`config.mk`:
```
export PLATFORM = sky130hd
export DESIGN_NAME = axi_fifo_bridge_mc
export DESIGN_NICKNAME = d
export VERILOG_FILES = /design/src/rtl/axi_fifo_bridge_mc.sv
export SDC_FILE = /design/constraint.sdc
export NUM_CORES = 1
export LEC_CHECK = 0
export CORE_UTILIZATION = 42
export CTS_CLUSTER_SIZE = 8
export DETAILED_ROUTE_END_ITERATION = 8
export PLACE_DENSITY_LB_ADDON = 0.1
export SLEW_MARGIN = 20
export SYNTH_ARGS = -nofsm -noshare
export SYNTH_HDL_FRONTEND = slang
export SYNTH_SLANG_ARGS = --single-unit
```
`constraint.sdc`:
```
create_clock -name aclk -period 2.44 [get_ports aclk]
set_input_delay 0.488 -clock aclk [delete_from_list [all_inputs] [get_ports aclk]]
set_output_delay 0.488 -clock aclk [all_outputs]
set_load 0.01 [all_outputs]
```
`src/rtl/axi_fifo_bridge_mc.sv`:
```
// axi_fifo_bridge_mc
// AXI4-Lite subordinate that exposes NUM_CH independent FWFT FIFO pairs.
// Each channel owns a 16-byte window: offset 0x0 is DATA (write = push,
// read = pop), offset 0x4 is STATUS {underflow, overflow, full, empty},
// offsets 0x8/0xC are reserved. One transaction per direction is in flight
// at a time; the read and write paths run independently.
//
// Ports:
//   aclk, aresetn            clock, synchronous active-low reset
//   s_axi_aw*/w*/b*          AXI4-Lite write address / data / response
//   s_axi_ar*/r*             AXI4-Lite read address / data
//   fifo_wr_data, fifo_wr_en push data (shared) and one-hot push strobe
//   fifo_full                per-channel full
//   fifo_rd_data             FWFT head words, channel i at [i*DW +: DW]
//   fifo_rd_en, fifo_empty   one-hot pop strobe, per-channel empty
module axi_fifo_bridge_mc #(
    parameter int AXI_ADDR_WIDTH = 8,
    parameter int AXI_DATA_WIDTH = 32,
    parameter int NUM_CH = 4,
    parameter logic [NUM_CH-1:0] WRITE_EN_MASK = '1,
    parameter logic [NUM_CH-1:0] READ_EN_MASK = '1
) (
    input  logic                             aclk,
    input  logic                             aresetn,
    input  logic [AXI_ADDR_WIDTH-1:0]        s_axi_awaddr,
    input  logic                             s_axi_awvalid,
    output logic                             s_axi_awready,
    input  logic [AXI_DATA_WIDTH-1:0]        s_axi_wdata,
    input  logic [3:0]                       s_axi_wstrb,
    input  logic                             s_axi_wvalid,
    output logic                             s_axi_wready,
    output logic [1:0]                       s_axi_bresp,
    output logic                             s_axi_bvalid,
    input  logic                             s_axi_bready,
    input  logic [AXI_ADDR_WIDTH-1:0]        s_axi_araddr,
    input  logic                             s_axi_arvalid,
    output logic                             s_axi_arready,
    output logic [AXI_DATA_WIDTH-1:0]        s_axi_rdata,
    output logic [1:0]                       s_axi_rresp,
    output logic                             s_axi_rvalid,
    input  logic                             s_axi_rready,
    output logic [AXI_DATA_WIDTH-1:0]        fifo_wr_data,
    output logic [NUM_CH-1:0]                fifo_wr_en,
    input  logic [NUM_CH-1:0]                fifo_full,
    input  logic [NUM_CH*AXI_DATA_WIDTH-1:0] fifo_rd_data,
    output logic [NUM_CH-1:0]                fifo_rd_en,
    input  logic [NUM_CH-1:0]                fifo_empty
);

    localparam int DW   = AXI_DATA_WIDTH;
    localparam int CH_W = (NUM_CH > 1) ? $clog2(NUM_CH) : 1;
    localparam int CH_N = 1 << CH_W;
    localparam logic [CH_W:0] NUM_CH_L = (CH_W + 1)'(NUM_CH);

    localparam logic [1:0] RESP_OKAY   = 2'b00;
    localparam logic [1:0] RESP_SLVERR = 2'b10;
    localparam logic [1:0] OFF_DATA    = 2'd0;
    localparam logic [1:0] OFF_STATUS  = 2'd1;

    localparam logic [1:0] K_ERR    = 2'd0;
    localparam logic [1:0] K_POP    = 2'd1;
    localparam logic [1:0] K_STATUS = 2'd2;

    typedef enum logic [1:0] {W_IDLE, W_EXEC, W_RESP} w_state_t;
    typedef enum logic [1:0] {R_IDLE, R_EXEC, R_RESP} r_state_t;

    // Per-channel views padded to a power of two so a decoded channel
    // index can never address past the end; pad entries read as disabled.
    logic [CH_N-1:0] full_ext;
    logic [CH_N-1:0] empty_ext;
    logic [CH_N-1:0] wr_mask_ext;
    logic [CH_N-1:0] rd_mask_ext;
    logic [DW-1:0]   head_ext   [CH_N];
    logic [DW-1:0]   status_ext [CH_N];

    // ---------------- write path signals ----------------
    w_state_t                  w_state_reg, w_state_next;
    logic                      aw_held_reg, w_held_reg;
    logic [AXI_ADDR_WIDTH-1:0] awaddr_reg;
    logic [DW-1:0]             wdata_reg;
    logic [3:0]                wstrb_reg;
    logic [1:0]                bresp_reg;
    logic [NUM_CH-1:0]         wr_en_reg, wr_en_next;
    logic [DW-1:0]             wr_data_reg;

    logic                      aw_hs, w_hs, w_fire;
    logic [AXI_ADDR_WIDTH-1:0] w_addr;
    logic [DW-1:0]             w_data_sel;
    logic [3:0]                w_strb_sel;
    logic [CH_W-1:0]           w_ch;
    logic [1:0]                w_off;
    logic                      w_ch_ok, w_is_data, w_is_status;
    logic                      w_data_ok, w_push, w_ovf_set, w_okay;

    // ---------------- read path signals ----------------
    r_state_t          r_state_reg, r_state_next;
    logic [1:0]        r_kind_reg;
    logic [CH_W-1:0]   r_ch_reg;
    logic [NUM_CH-1:0] rd_en_reg, rd_en_next;
    logic [DW-1:0]     rdata_reg;
    logic [1:0]        rresp_reg;

    logic              r_fire;
    logic [CH_W-1:0]   r_ch;
    logic [1:0]        r_off;
    logic              r_ch_ok, r_is_data, r_is_status, r_pop, r_unf_set;
    logic [1:0]        r_kind;
    logic [DW-1:0]     r_rdata_exec;

    // Address bits outside channel/offset fields are don't-care.
    logic unused_bits;
    assign unused_bits = ^{w_addr, s_axi_araddr};

    // ---------------- per-channel state ----------------
    generate
        for (genvar gi = 0; gi < CH_N; gi++) begin : g_ch
            if (gi < NUM_CH) begin : g_real
                logic ovf_reg;
                logic unf_reg;
                logic ovf_set, ovf_clr, unf_set, unf_clr;

                assign ovf_set = w_fire && w_ovf_set && (w_ch == CH_W'(gi));
                assign ovf_clr = w_fire && w_is_status && (w_ch == CH_W'(gi)) && w_data_sel[2];
                assign unf_set = r_fire && r_unf_set && (r_ch == CH_W'(gi));
                assign unf_clr = w_fire && w_is_status && (w_ch == CH_W'(gi)) && w_data_sel[3];

                // Set has priority over a same-cycle write-1-to-clear.
                always_ff @(posedge aclk) begin
                    if (!aresetn) begin
                        ovf_reg <= 1'b0;
                        unf_reg <= 1'b0;
                    end else begin
                        ovf_reg <= (ovf_reg && !ovf_clr) || ovf_set;
                        unf_reg <= (unf_reg && !unf_clr) || unf_set;
                    end
                end

                assign full_ext[gi]    = fifo_full[gi];
                assign empty_ext[gi]   = fifo_empty[gi];
                assign wr_mask_ext[gi] = WRITE_EN_MASK[gi];
                assign rd_mask_ext[gi] = READ_EN_MASK[gi];
                assign head_ext[gi]    = fifo_rd_data[gi*DW +: DW];
                assign status_ext[gi]  = {{(DW-4){1'b0}}, unf_reg, ovf_reg,
                                          fifo_full[gi], fifo_empty[gi]};
                assign wr_en_next[gi]  = w_fire && w_push && (w_ch == CH_W'(gi));
                assign rd_en_next[gi]  = r_fire && r_pop && (r_ch == CH_W'(gi));
            end else begin : g_pad
                assign full_ext[gi]    = 1'b0;
                assign empty_ext[gi]   = 1'b1;
                assign wr_mask_ext[gi] = 1'b0;
                assign rd_mask_ext[gi] = 1'b0;
                assign head_ext[gi]    = '0;
                assign status_ext[gi]  = '0;
            end
        end
    endgenerate

    // ---------------- write path ----------------
    assign aw_hs = s_axi_awvalid && s_axi_awready;
    assign w_hs  = s_axi_wvalid && s_axi_wready;

    // The transaction is decided on the cycle the second half arrives, so
    // the registered push strobe lands in the W_EXEC cycle itself.
    assign w_addr     = aw_held_reg ? awaddr_reg : s_axi_awaddr;
    assign w_data_sel = w_held_reg ? wdata_reg : s_axi_wdata;
    assign w_strb_sel = w_held_reg ? wstrb_reg : s_axi_wstrb;
    assign w_fire     = (w_state_reg == W_IDLE) && (aw_held_reg || aw_hs)
                        && (w_held_reg || w_hs);

    assign w_ch        = w_addr[4 +: CH_W];
    assign w_off       = w_addr[3:2];
    assign w_ch_ok     = {1'b0, w_ch} < NUM_CH_L;
    assign w_is_data   = w_ch_ok && (w_off == OFF_DATA);
    assign w_is_status = w_ch_ok && (w_off == OFF_STATUS);
    // Partial strobes are rejected before the full check, so they never
    // raise overflow.
    assign w_data_ok   = w_is_data && wr_mask_ext[w_ch] && (w_strb_sel == 4'hF);
    assign w_push      = w_data_ok && !full_ext[w_ch];
    assign w_ovf_set   = w_data_ok && full_ext[w_ch];
    assign w_okay      = w_push || w_is_status;

    always_ff @(posedge aclk) begin
        if (!aresetn) begin
            w_state_reg <= W_IDLE;
        end else begin
            w_state_reg <= w_state_next;
        end
    end

    always_comb begin
        w_state_next = w_state_reg;
        case (w_state_reg)
            W_IDLE:  if (w_fire) w_state_next = W_EXEC;
            W_EXEC:  w_state_next = W_RESP;
            W_RESP:  if (s_axi_bready) w_state_next = W_IDLE;
            default: w_state_next = W_IDLE;
        endcase
    end

    always_comb begin
        s_axi_awready = aresetn && (w_state_reg == W_IDLE) && !aw_held_reg;
        s_axi_wready  = aresetn && (w_state_reg == W_IDLE) && !w_held_reg;
        s_axi_bvalid  = (w_state_reg == W_RESP);
        s_axi_bresp   = bresp_reg;
        fifo_wr_en    = wr_en_reg;
        fifo_wr_data  = wr_data_reg;
    end

    always_ff @(posedge aclk) begin
        if (!aresetn) begin
            aw_held_reg <= 1'b0;
            w_held_reg  <= 1'b0;
            awaddr_reg  <= '0;
            wdata_reg   <= '0;
            wstrb_reg   <= '0;
            bresp_reg   <= RESP_OKAY;
            wr_en_reg   <= '0;
            wr_data_reg <= '0;
        end else begin
            wr_en_reg <= wr_en_next;
            if (w_fire) begin
                aw_held_reg <= 1'b0;
                w_held_reg  <= 1'b0;
                bresp_reg   <= w_okay ? RESP_OKAY : RESP_SLVERR;
                if (w_push) begin
                    wr_data_reg <= w_data_sel;
                end
            end else begin
                if (aw_hs) begin
                    aw_held_reg <= 1'b1;
                    awaddr_reg  <= s_axi_awaddr;
                end
                if (w_hs) begin
                    w_held_reg <= 1'b1;
                    wdata_reg  <= s_axi_wdata;
                    wstrb_reg  <= s_axi_wstrb;
                end
            end
        end
    end

    // ---------------- read path ----------------
    assign r_fire      = s_axi_arvalid && s_axi_arready;
    assign r_ch        = s_axi_araddr[4 +: CH_W];
    assign r_off       = s_axi_araddr[3:2];
    assign r_ch_ok     = {1'b0, r_ch} < NUM_CH_L;
    assign r_is_data   = r_ch_ok && (r_off == OFF_DATA);
    assign r_is_status = r_ch_ok && (r_off == OFF_STATUS);
    assign r_pop       = r_is_data && rd_mask_ext[r_ch] && !empty_ext[r_ch];
    assign r_unf_set   = r_is_data && rd_mask_ext[r_ch] && empty_ext[r_ch];
    assign r_kind      = r_pop ? K_POP : (r_is_status ? K_STATUS : K_ERR);

    // In R_EXEC the pop strobe is high and the FWFT head still shows the
    // word being popped; status is sampled in this same cycle.
    always_comb begin
        r_rdata_exec = '0;
        case (r_kind_reg)
            K_POP:    r_rdata_exec = head_ext[r_ch_reg];
            K_STATUS: r_rdata_exec = status_ext[r_ch_reg];
            default:  r_rdata_exec = '0;
        endcase
    end

    always_ff @(posedge aclk) begin
        if (!aresetn) begin
            r_state_reg <= R_IDLE;
        end else begin
            r_state_reg <= r_state_next;
        end
    end

    always_comb begin
        r_state_next = r_state_reg;
        case (r_state_reg)
            R_IDLE:  if (r_fire) r_state_next = R_EXEC;
            R_EXEC:  r_state_next = R_RESP;
            R_RESP:  if (s_axi_rready) r_state_next = R_IDLE;
            default: r_state_next = R_IDLE;
        endcase
    end

    always_comb begin
        s_axi_arready = aresetn && (r_state_reg == R_IDLE);
        s_axi_rvalid  = (r_state_reg == R_RESP);
        s_axi_rdata   = rdata_reg;
        s_axi_rresp   = rresp_reg;
        fifo_rd_en    = rd_en_reg;
    end

    always_ff @(posedge aclk) begin
        if (!aresetn) begin
            r_kind_reg <= K_ERR;
            r_ch_reg   <= '0;
            rd_en_reg  <= '0;
            rdata_reg  <= '0;
            rresp_reg  <= RESP_OKAY;
        end else begin
            rd_en_reg <= rd_en_next;
            if (r_fire) begin
                r_kind_reg <= r_kind;
                r_ch_reg   <= r_ch;
            end
            if (r_state_reg == R_EXEC) begin
                rdata_reg <= r_rdata_exec;
                rresp_reg <= (r_kind_reg == K_ERR) ? RESP_SLVERR : RESP_OKAY;
            end
        end
    end

endmodule

```
==> metrics.md, run 1 <==
| Metric | Value |
|---|---|
| Vias per cell | approximately 5.3 |
| H-tree depth | 4 |
| Worst Hold Class | flip-flop to flip-flop |
| Fill cells | approximately 1100 |
| Clock sinks | 132 |
| Leakage | 0.00338 µW |
| Min Clock Period, post-route | 2.30 ns |
| Maximum VDD drop | 0.408 mV |
| Setup TNS | 0 ns |
| Num rows | 43 |
| Worst Path Arrival | 2.63 ns |
| Seq/Total Area, Yosys | 43.1% |
| Pwr per Cell Area | 576 nW/µm² |
| Avg Cell Area, Syn | 9.77 µm² |
| Hold Crit Start | wdata_reg[6] |
| Tcrit/Tclk final | 94.4% |
| Setup violations, final | 0 |
| # IOs | 276 |
| Synthesized area | 6130 µm² |
| Final Max Tran Viols | 0 |
| Max FO, Critical Path | 32 |
| YS warnings | 0 |
| Die ar. | 15100 µm² |
| Routed Antenna Nets | 0 |
| Clock-pin slew on the worst setup and hold paths | 0.05 ns |
| Max-slew headroom | 59.5% |
| WL/cell | between 15 and 20 µm |
| Die width | 123 µm |
| DPL Wire Length | 14000 µm |
| Vias in the first global route | 5659 |
| FFs w/ async S/R, synth | 0% |
| Detailed Routing Iterations Pass 1 | 5 |
| CP Data Required Time | between 2 and 3 ns |
| Fin. Hold Viols | 0 |
| TritonCTS clock tree | done |
| CORE AREA | 14000 µm² |
| Total number of vias | 5739 |
| Total GRT Usage | around a quarter |
| Post-synth EDFFs | 0 |
| Residual DRC count | 0 |
| Drt total wl | 18700 µm |
| Ratio of cells with drive above 1 in the final layout | between 10% and 20% |
| IO buf count | 265 |
| CTS Buf Count | 17 |
| Inserted Diodes | 0 |
| Worst Clk Skew | 0.00689 ns |
| Prevailing post-synth register cell | dfxtp_1 |
| Actual slew at the worst max-slew pin | a little over 0.6 ns |
| Max frequency | 0.434 GHz |
| Final nets | approximately 1100 |
| Final worst slack | 0.137 ns |
| Setup CP Type | primary input to flip-flop |
| Crit path launch | s_axi_awaddr[4] |
| Die Ht | 123 µm |
| Max-cap viol count | 0 |
| Crit path capture type | flip-flop |
| Clk buf depth | 2 |
| Synth area leaders | dfxtp_1 (43%), mux4_2 (14%), mux2i_1 (6.5%) |
| Post-Place Worst Slack | -0.345 ns |
| Reg2reg start | aw_held_reg |
| DR iter-0 viols | 265 |
| Run status | finished, final reports clean |
| First-pass GRT wire length | 28100 µm |
| Post-synthesis cell count | 627 |
| Yosys top cell by area | dfxtp_1 |
| Initial antenna violation count | 1 |
| Root Buffer | clkbuf_16 |
| Grt total ovfl | 0 |
| Final Wtd Congestion | 0.796 |
| RSZ-0062 raised after global routing | false |
| Startpoint types | primary input |
| Clock Latency Late Sink | between 0.4 and 0.5 ns |
| P&R area growth vs syn | 58.9% |
| Post-synth cell types | 41 |
| FF+latch count, synth | 132 |
| Largest net degree at the start of global routing | 52 |
| Area share of the largest cell type after synthesis | 43.1% |
| Initial Utilization | 43.6% |
synthesized netlist by cell type, types with 2 or more instances:
master    instances
a211oi_1         12
a211oi_2         20
a21oi_1          53
a221oi_1          4
a22oi_1          28
a31oi_1           3
and3_1            2
buf_2            12
buf_4             6
buf_6             2
clkbuf_1         33
dfxtp_1         132
ha_1              3
inv_1             6
mux2i_1          40
mux4_2           38
nand2_1          85
nand2b_1          6
nand3_1           7
nand3b_1          5
nor2_1           90
nor2b_1           2
nor3_1            8
nor3b_1           5
nor4b_1           2
o21ai_0           8
final cells by class:
cell class              instances  area [µm²]  area share [%]
clock buffers                  24         502            5.15
repair buffers                300        3030            31.1
multi-input cells             434        3210            33.0
clock inverters                 7        95.1           0.977
inverters                       7        28.8           0.296
well taps                     180         225            2.31
flip-flops and latches        132        2650            27.2
through the flow:
| step | utilization [%] | total power (µW) | cell area, µm² | std cells | hold slack (ns) |
|---|---|---|---|---|---|
| after global routing | 69.3 | 5840 | 9740 | 1084 | 0.475 |
| after detailed placement | 65.1 | 3140 | 9140 | 1052 | 0.446 |
| after global placement | 65.1 | 3120 | 9140 | 1052 | 0.437 |
| after CTS | 69.3 | 5670 | 9740 | 1083 | 0.453 |
| after floorplan | - | 2660 | 6130 | 628 | 0.432 |
| final | 69.3 | 5610 | 9740 | 1084 | 0.454 |
logic make-up (layout without fill, tap and decap cells):
kind of cell,after synthesis,after routing,share of synthesized area [%]
other,1,2,0.0612
AOI/OAI and AO/OA,134,134,15.7
buffers and inverters,62,338,4.68
adders and majority gates,3,3,0.613
DFF,132,132,43.1
and+or+nand+nor,217,217,15.3
muxes,78,78,20.5
cell usage in the layout (no fill, tap or decap), types with 3 or more instances in the layout:
| master | instances |
|---|---|
| a22oi_1 | 28 |
| o21ai_0 | 8 |
| nor3b_1 | 5 |
| ha_1 | 3 |
| a211oi_2 | 20 |
| nand2_1 | 85 |
| nand3_1 | 7 |
| mux4_2 | 38 |
| clkbuf_16 | 17 |
| nand2b_1 | 6 |
| mux2i_1 | 40 |
| nor3_1 | 8 |
| dfxtp_1 | 130 |
| buf_12 | 10 |
| a21oi_1 | 53 |
| clkbuf_8 | 5 |
| inv_1 | 6 |
| clkdlybuf4s50_1 | 262 |
| a211oi_1 | 12 |
| a31oi_1 | 3 |
| nor2_1 | 89 |
| buf_4 | 25 |
| nand3b_1 | 5 |
| a221oi_1 | 4 |
per-layer routing:
layer,share of wire (%),global-route usage [%],vias up,wire [µm]
met1,38,26.4,2738,7140
li1,-,-,2791,-
met2,52,44.2,186,9740
met5,0.070,0,-,13
met4,1.6,8.38,2,292
met3,7.9,8.46,22,1480
power breakdown:
part / total [µW] / internal [µW] / switching, µW / leakage, µW
combinational: 854 / 512 / 342 / 0.00201
clock: 2520 / 1640 / 885 / 0.000293
sequential: 2240 / 2210 / 30.6 / 0.00107
timing repair:
item	in CTS	in global routing
pin swaps	0	1
hold buffers	0	0
endpoints found under the setup margin	3	13
buffers inserted	0	1
resized for setup	3	4
path summary, 6_finish.rpt:
| path | endpoint | slack (ns) | cells after the start |
|---|---|---|---|
| worst max-delay path | fifo_wr_data[9] | 0.14 | 8 |
| worst min-delay path | wdata_reg[6] | 0.45 | 2 |
| worst max register to register | fifo_wr_data[9] | 0.24 | 7 |
| worst min register to register | wdata_reg[6] | 0.45 | 2 |
critical path: stages:
cell and delay (ns):
clkdlybuf4s50_1 0.42, mux2i_1 0.18, mux4_2 0.59, nor4_4 0.28, buf_4 0.17, buf_12 0.20
nor2_1 0.09, a211oi_2 0.21
No activity file was read; power rests on OpenSTA's default activity.
==> inputs of run 2 (changes only) <==
--- a/config.mk
+++ b/config.mk
@@ -5,11 +5,12 @@
 export SDC_FILE = /design/constraint.sdc
 export NUM_CORES = 1
 export LEC_CHECK = 0
-export CORE_UTILIZATION = 42
+export CORE_UTILIZATION = 43
+export CTS_BUF_LIST = sky130_fd_sc_hd__clkbuf_4 sky130_fd_sc_hd__clkbuf_8
 export CTS_CLUSTER_SIZE = 8
 export DETAILED_ROUTE_END_ITERATION = 8
 export PLACE_DENSITY_LB_ADDON = 0.1
-export SLEW_MARGIN = 20
+export SLEW_MARGIN = 15
 export SYNTH_ARGS = -nofsm -noshare
 export SYNTH_HDL_FRONTEND = slang
 export SYNTH_SLANG_ARGS = --single-unit
==> constraint.sdc (replaced) <==
create_clock -name aclk -period 2.44 [get_ports aclk]
set_input_delay 0.244 -clock aclk [delete_from_list [all_inputs] [get_ports aclk]]
set_output_delay 0.244 -clock aclk [all_outputs]
set_load 0.01 [all_outputs]
==> run 2 against run 1 <==
Effect of this change:
- sequential share of layout area up 0.87 points
- cell count down 0.46%
- critical path depth shrank 4
- critical endpoint is now s_axi_wready
==> metrics.md, run 2 (synthesis gave the netlist of run 1 again) <==
| Metric | Value |
|---|---|
| R2r worst-path depth | 7 (unchanged) |
| Reg2reg end | fifo_wr_data[18] |
| Pwr per Cell Area | 498 nW/µm² (-14%) |
| Vias per cell | 5.29 (-0.11%) |
| H-tree depth | 4 (unchanged) |
| Worst Hold Class | primary input to flip-flop |
| Design area | 9440 µm² (-3.1%) |
| Num rows | 43 (unchanged) |
| Final Max Tran Viols | 0 (unchanged) |
| Register area | 2650 µm² (about the same) |
| Clock sinks | 132 (unchanged) |
| Ratio of cells with drive above 1 in the final layout | 14.0% (-0.35 points) |
| Post-CTS Repair Setup Buffers | 0 (unchanged) |
| Setup violations, final | 0 (unchanged) |
| DR iter-0 viols | 312 (+18%) |
| Total number of vias | 5706 (-0.58%) |
| TritonCTS clock tree | done |
| Die Ht | 121 µm (-1.2%) |
| Startpoint types | primary input |
| Max-cap viol count | 0 (unchanged) |
| Detailed Routing Iterations Pass 1 | 5 (unchanged) |
| # IOs | 276 (unchanged) |
| Max FO, Critical Path | 6 (-81%) |
| Routed Antenna Nets | 0 (unchanged) |
| Max frequency | 0.424 GHz (-2.5%) |
| Largest net degree at the start of global routing | 40 (-23%) |
| WHS | 0.377 ns (-0.0774 ns) |
| Setup TNS | 0 ns (unchanged) |
| Multi-input gate area | 3210 µm² (about the same) |
| Reg2reg start | aw_held_reg |
| Crit path launch | aresetn |
| First-pass GRT wire length | 28200 µm (+0.61%) |
| Most common cell after layout, fill and taps aside | clkdlybuf4s50_1 |
| IO buf count | 265 (unchanged) |
| Run status | finished, final reports clean |
| Commonest non-fill, non-tap cells in the layout | clkdlybuf4s50_1 (265), dfxtp_1 (129), nor2_1 (89) |
| # resized after CTS | 0 (-3) |
| Final Wtd Congestion | 0.813 (+2.2%) |
| Die ar. | 14700 µm² (-2.3%) |
| Maximum VDD drop | 0.356 mV (-13%) |
| CORE AREA | 13900 µm² (-1.1%) |
| Tcrit/Tclk final | 96.8% (+2.4 points) |
| Post-Layout Cell Count | 1079 (-0.46%) |
| Clock Latency Late Sink | 0.44 ns (+0.03 ns) |
| Root Buffer | clkbuf_8 |
| Initial antenna violation count | 1 (unchanged) |
| CTS hold repair buffers | 0 (unchanged) |
| Min Clock Period, post-route | 2.36 ns (+0.0581 ns) |
| CP Data Required Time | 2.20 ns (-0.57 ns) |
| Residual DRC count | 0 (unchanged) |
| Die width | 121 µm (-1.2%) |
| Fin. Hold Viols | 0 (unchanged) |
| Drt total wl | 18600 µm (-0.46%) |
| Crit path capture type | output port |
| Cell total after placement | 1049 (-0.29%) |
| Setup crit end | s_axi_wready |
| Grt total ovfl | 0 (unchanged) |
| P&R area growth vs syn | 54.1% |
| Cell Area, Placed | 9090 µm² (-0.62%) |
| WL/cell | 17.2 µm (about the same) |
| Leakage | 0.00324 µW (-3.9%) |
| Clock-pin slew on the worst setup and hold paths | 0.07 ns (+0.02 ns) |
| DPL Wire Length | 13900 µm (-0.24%) |
| Total GRT Usage | 24.8% (+0.36 points) |
| Clk buf depth | 2 (unchanged) |
| CTS Buf Count | 17 (unchanged) |
| Final nets | 1086 (-0.37%) |
| R2r setup slk | 0.22 ns (-0.02 ns) |
| Initial Utilization | 44.1% (+0.51 points) |
| Worst Clk Skew | 0.00930 ns (+0.00241 ns) |
| Setup CP Type | primary input to output port |
| Vias in the first global route | 5656 (-0.053%) |
| Fill cells | 1110 (+5.4%) |
| Worst Path Arrival | 2.12 ns (-0.51 ns) |
| RSZ-0062 raised after global routing | false |
==> run 2: cell count changes in the layout (fill, tap and decap cells not counted), sizes merged <==
cell / change
buf: -4
dlygate4sd2: -1
diode: +1
clkinv: +2
clkdlybuf4s50: +3
inv: -1
bufinv: -2
clkbuf: -2
clkinvlp: -1
==> run 2: worst min path at each step <==
stage | from | to | slack [ns] | cells past startpoint
after floorplan | s_axi_wstrb[0] | wstrb_reg[0] | 0.38 | 2
after global placement | wstrb_reg[1] | wstrb_reg[1] | 0.44 | 2
after detailed placement | wstrb_reg[1] | wstrb_reg[1] | 0.44 | 2
after CTS | s_axi_wdata[3] | wdata_reg[3] | 0.36 | 3
after global routing | s_axi_wdata[14] | wdata_reg[14] | 0.36 | 3
final | s_axi_wdata[30] | wdata_reg[30] | 0.38 | 3
==> run 2: cell type report <==
cell class              instances  area share [%]
flip-flops and latches        132            28.0
inverters                       7           0.305
diodes                          1          0.0265
repair buffers                296            31.5
clock inverters                 5           0.265
clock buffers                  24            3.43
multi-input cells             434            34.1
well taps                     180            2.39
==> run 2: metal layers <==
layer | share of wire [%] | global-route usage (%)
met5 | 0 | 0
met2 | 52 | 44.5
met1 | 38 | 26.9
met3 | 7.0 | 7.00
met4 | 2.6 | 11.3
==> run 2: through the flow <==
step | util [%] | total power, µW | setup slack [ns]
floorplan | - | 2660 | 0.370
global placement | 65.5 | 3100 | -0.0329
detailed placement | 65.5 | 3120 | -0.152
CTS | 68.0 | 4750 | 0.0431
global route | 68.0 | 4900 | 0.0108
finish | 68.0 | 4700 | 0.0789
==> run 2: worst max-delay path, stage by stage <==
cell and delay (ns):
clkdlybuf4s50_1 0.64, or3b_2 0.49, nor2_1 0.18, clkdlybuf4s50_1 0.57
==> run 2: report_power, final <==
part,total [µW],switching (µW),internal (µW)
Sequential,2250,41.3,2200
Combinational,830,327,503
Clock,1630,776,850
Total,4700,1140,3560
==> inputs of run 3 (changes only) <==
--- a/config.mk
+++ b/config.mk
@@ -9,7 +9,8 @@
 export CTS_BUF_LIST = sky130_fd_sc_hd__clkbuf_4 sky130_fd_sc_hd__clkbuf_8
 export CTS_CLUSTER_SIZE = 8
 export DETAILED_ROUTE_END_ITERATION = 8
-export PLACE_DENSITY_LB_ADDON = 0.1
+export GPL_ROUTABILITY_DRIVEN = 0
+export PLACE_DENSITY = 0.82
 export SLEW_MARGIN = 15
 export SYNTH_ARGS = -nofsm -noshare
 export SYNTH_HDL_FRONTEND = slang
==> run 3 against run 2 <==
Effect of this change:
- setup slack better by 0.048 ns
- clock power grew 37%
- cell area is 1.5% higher
- wire length grew 2.1%
- critical path type is now flip-flop to output port
- cell count rose by 0.46%
- power is 13% higher
- critical endpoint is now s_axi_awready
- worst hold slack improved by 0.0011 ns
==> metrics.md, run 3 (synthesis gave the netlist of run 1 again) <==
| Metric | Value |
|---|---|
| IO buf count | 265 (unchanged) |
| M1 wire length | 7720 µm (+9.1%) |
| Fill cells | 1083 (-2.4%) |
| Pwr per Cell Area | 555 nW/µm² (+11%) |
| Startpoint types | flip-flop |
| Min Clock Period, post-route | 2.31 ns (-0.0477 ns) |
| Tcrit/Tclk final | 94.8% (-2.0 points) |
| Actual slew at the worst max-slew pin | between 0.6 and 0.7 ns |
| Vias per cell | 5.37 (+1.6%) |
| Crit path launch | w_state_reg[1] |
| Run status | finished, final reports clean |
| P&R area growth vs syn | 56.4% |
| DPL Wire Length | 14000 µm (+0.39%) |
| Initial Utilization | 44.1% (unchanged) |
| Final worst slack | 0.127 ns (+0.0477 ns) |
| First-pass GRT wire length | 28700 µm (+1.4%) |
| Grt total ovfl | 0 (unchanged) |
| Met2 WL | 9350 µm (-3.8%) |
| Clock Latency Late Sink | 0.43 ns (about the same) |
| Max-slew headroom | 57.9% |
| Reg2reg start | aw_held_reg |
| Final Max Tran Viols | 0 (unchanged) |
| RSZ-0062 raised after global routing | false |
| Post-Route Utilization | 69.0% (+1.0 points) |
| Die Ht | 121 µm (unchanged) |
| Vias in the first global route | 5534 (-2.2%) |
| Max FO, Critical Path | 8 (+2) |
| Maximum VDD drop | 0.376 mV (+5.6%) |
| Max layer used | met4 |
| Setup CP Type | flip-flop to output port |
| Residual DRC count | 0 (unchanged) |
| Final nets | 1089 (+0.28%) |
| Crit path capture type | output port |
| Register area | 2650 µm² (about the same) |
| DR iter-0 viols | 476 (+53%) |
| Inserted Diodes | 0 (-1) |
| Largest net degree at the start of global routing | 56 (+40%) |
| Drt total wl | 19000 µm (+2.1%) |
| Clock-pin slew on the worst setup and hold paths | 0.08 ns (about the same) |
| Die width | 121 µm (unchanged) |
| Die ar. | 14700 µm² (unchanged) |
| WL/cell | 17.5 µm (+1.6%) |
| Reg2reg end | fifo_wr_data[15] |
| Commonest non-fill, non-tap cells in the layout | clkdlybuf4s50_1 (264), dfxtp_1 (130), nor2_1 (89) |
| Setup crit end | s_axi_awready |
| Cell total after placement | 1050 (+0.095%) |
| Cell Area, Placed | 9080 µm² (about the same) |
| CORE AREA | 13900 µm² (unchanged) |
| Total number of vias | 5826 (+2.1%) |
| Max frequency | 0.432 GHz (+2.1%) |
| Root Buffer | clkbuf_8 |
| # IOs | 276 (unchanged) |
| Max-cap viol count | 0 (unchanged) |
| Post-Place Worst Slack | -0.118 ns (+0.0342 ns) |
| Fin. Hold Viols | 0 (unchanged) |
| Clk buf depth | 2 (unchanged) |
| Wire length on met3 | 1390 µm (+7.8%) |
| Total GRT Usage | 25.4% (+0.52 points) |
| Clock sinks | 132 (unchanged) |
| CP Data Required Time | 2.20 ns (about the same) |
| Initial antenna violation count | 0 (-1) |
| R2r setup slk | 0.15 ns (-0.07 ns) |
| Ratio of cells with drive above 1 in the final layout | 14.4% (+0.35 points) |
| Setup TNS | 0 ns (unchanged) |
| Multi-input gate area | 3210 µm² (about the same) |
| Leakage | 0.00331 µW (+2.1%) |
| Most common cell after layout, fill and taps aside | clkdlybuf4s50_1 |
| TritonCTS clock tree | done |
| Design area | 9580 µm² (+1.5%) |
| Num rows | 43 (unchanged) |
| Worst Hold Class | primary input to flip-flop |
| Setup violations, final | 0 (unchanged) |
| Worst Clk Skew | 0.00839 ns (-0.000912 ns) |
| R2r worst-path depth | 7 (unchanged) |
| Detailed Routing Iterations Pass 1 | 6 (+1) |
| CTS hold repair buffers | 0 (unchanged) |
| Routed Antenna Nets | 0 (unchanged) |
| CTS Buf Count | 17 (unchanged) |
| H-tree depth | 4 (unchanged) |
| Post-Layout Cell Count | 1084 (+0.46%) |
| Worst Path Arrival | 2.07 ns (-0.05 ns) |
==> run 3: changes by cell type in the layout (fill, tap and decap cells not counted), moves of 2 or more <==
cell,delta
buf_4,+2
bufinv_16,+6
clkbuf_8,-5
clkinv_2,-3
clkinvlp_4,+4
==> run 3: metal layers <==
layer	vias up	global-route usage [%]
li1	2787	-
met1	2766	32.0
met2	236	41.4
met3	37	6.06
met4	0	10.3
met5	-	0
==> run 3: through the flow <==
| step | total power (µW) | hold slack, ns |
|---|---|---|
| 2_1_floorplan | 2660 | 0.380 |
| 3_3_place_gp | 3120 | 0.441 |
| 3_5_place_dp | 3130 | 0.446 |
| 4_1_cts | 5350 | 0.347 |
| 5_1_grt | 5520 | 0.378 |
| 6_report | 5320 | 0.378 |
==> run 3: area by class of cell <==
class,count,area share (%)
repair buffers,299,31.2
flip-flops and latches,132,27.6
well taps,180,2.35
clock inverters,13,2.39
clock buffers,19,2.66
multi-input cells,434,33.5
inverters,7,0.300
==> run 3: worst max-delay path, cell delays in order, from the launching register on <==
cell and delay [ns]:
dfxtp_1 0.40, or3b_2 0.51, nor2_1 0.15, clkdlybuf4s50_1 0.59
==> run 3: repair_timing <==
action                     CTS  global route
setup endpoints to repair    0             8
setup buffers                0             1
gates resized for setup      0             2
==> run 3: power by group <==
part / leakage (µW) / internal, µW / total, µW / switching, µW
logic: 0.00201 / 505 / 855 / 349
clock network: 0.000232 / 1360 / 2230 / 869
registers: 0.00107 / 2200 / 2230 / 32.6
==> run 3: worst min path at each step <==
stage | startpoint | to | slack (ns) | cells after the start
2_1_floorplan | s_axi_wstrb[0] | wstrb_reg[0] | 0.38 | 2
3_3_place_gp | wdata_reg[22] | wdata_reg[22] | 0.44 | 2
3_5_place_dp | wdata_reg[24] | wdata_reg[24] | 0.45 | 2
4_1_cts | s_axi_wdata[7] | wdata_reg[7] | 0.35 | 3
5_1_grt | s_axi_wdata[22] | wdata_reg[22] | 0.38 | 3
6_report | s_axi_wdata[7] | wdata_reg[7] | 0.38 | 3
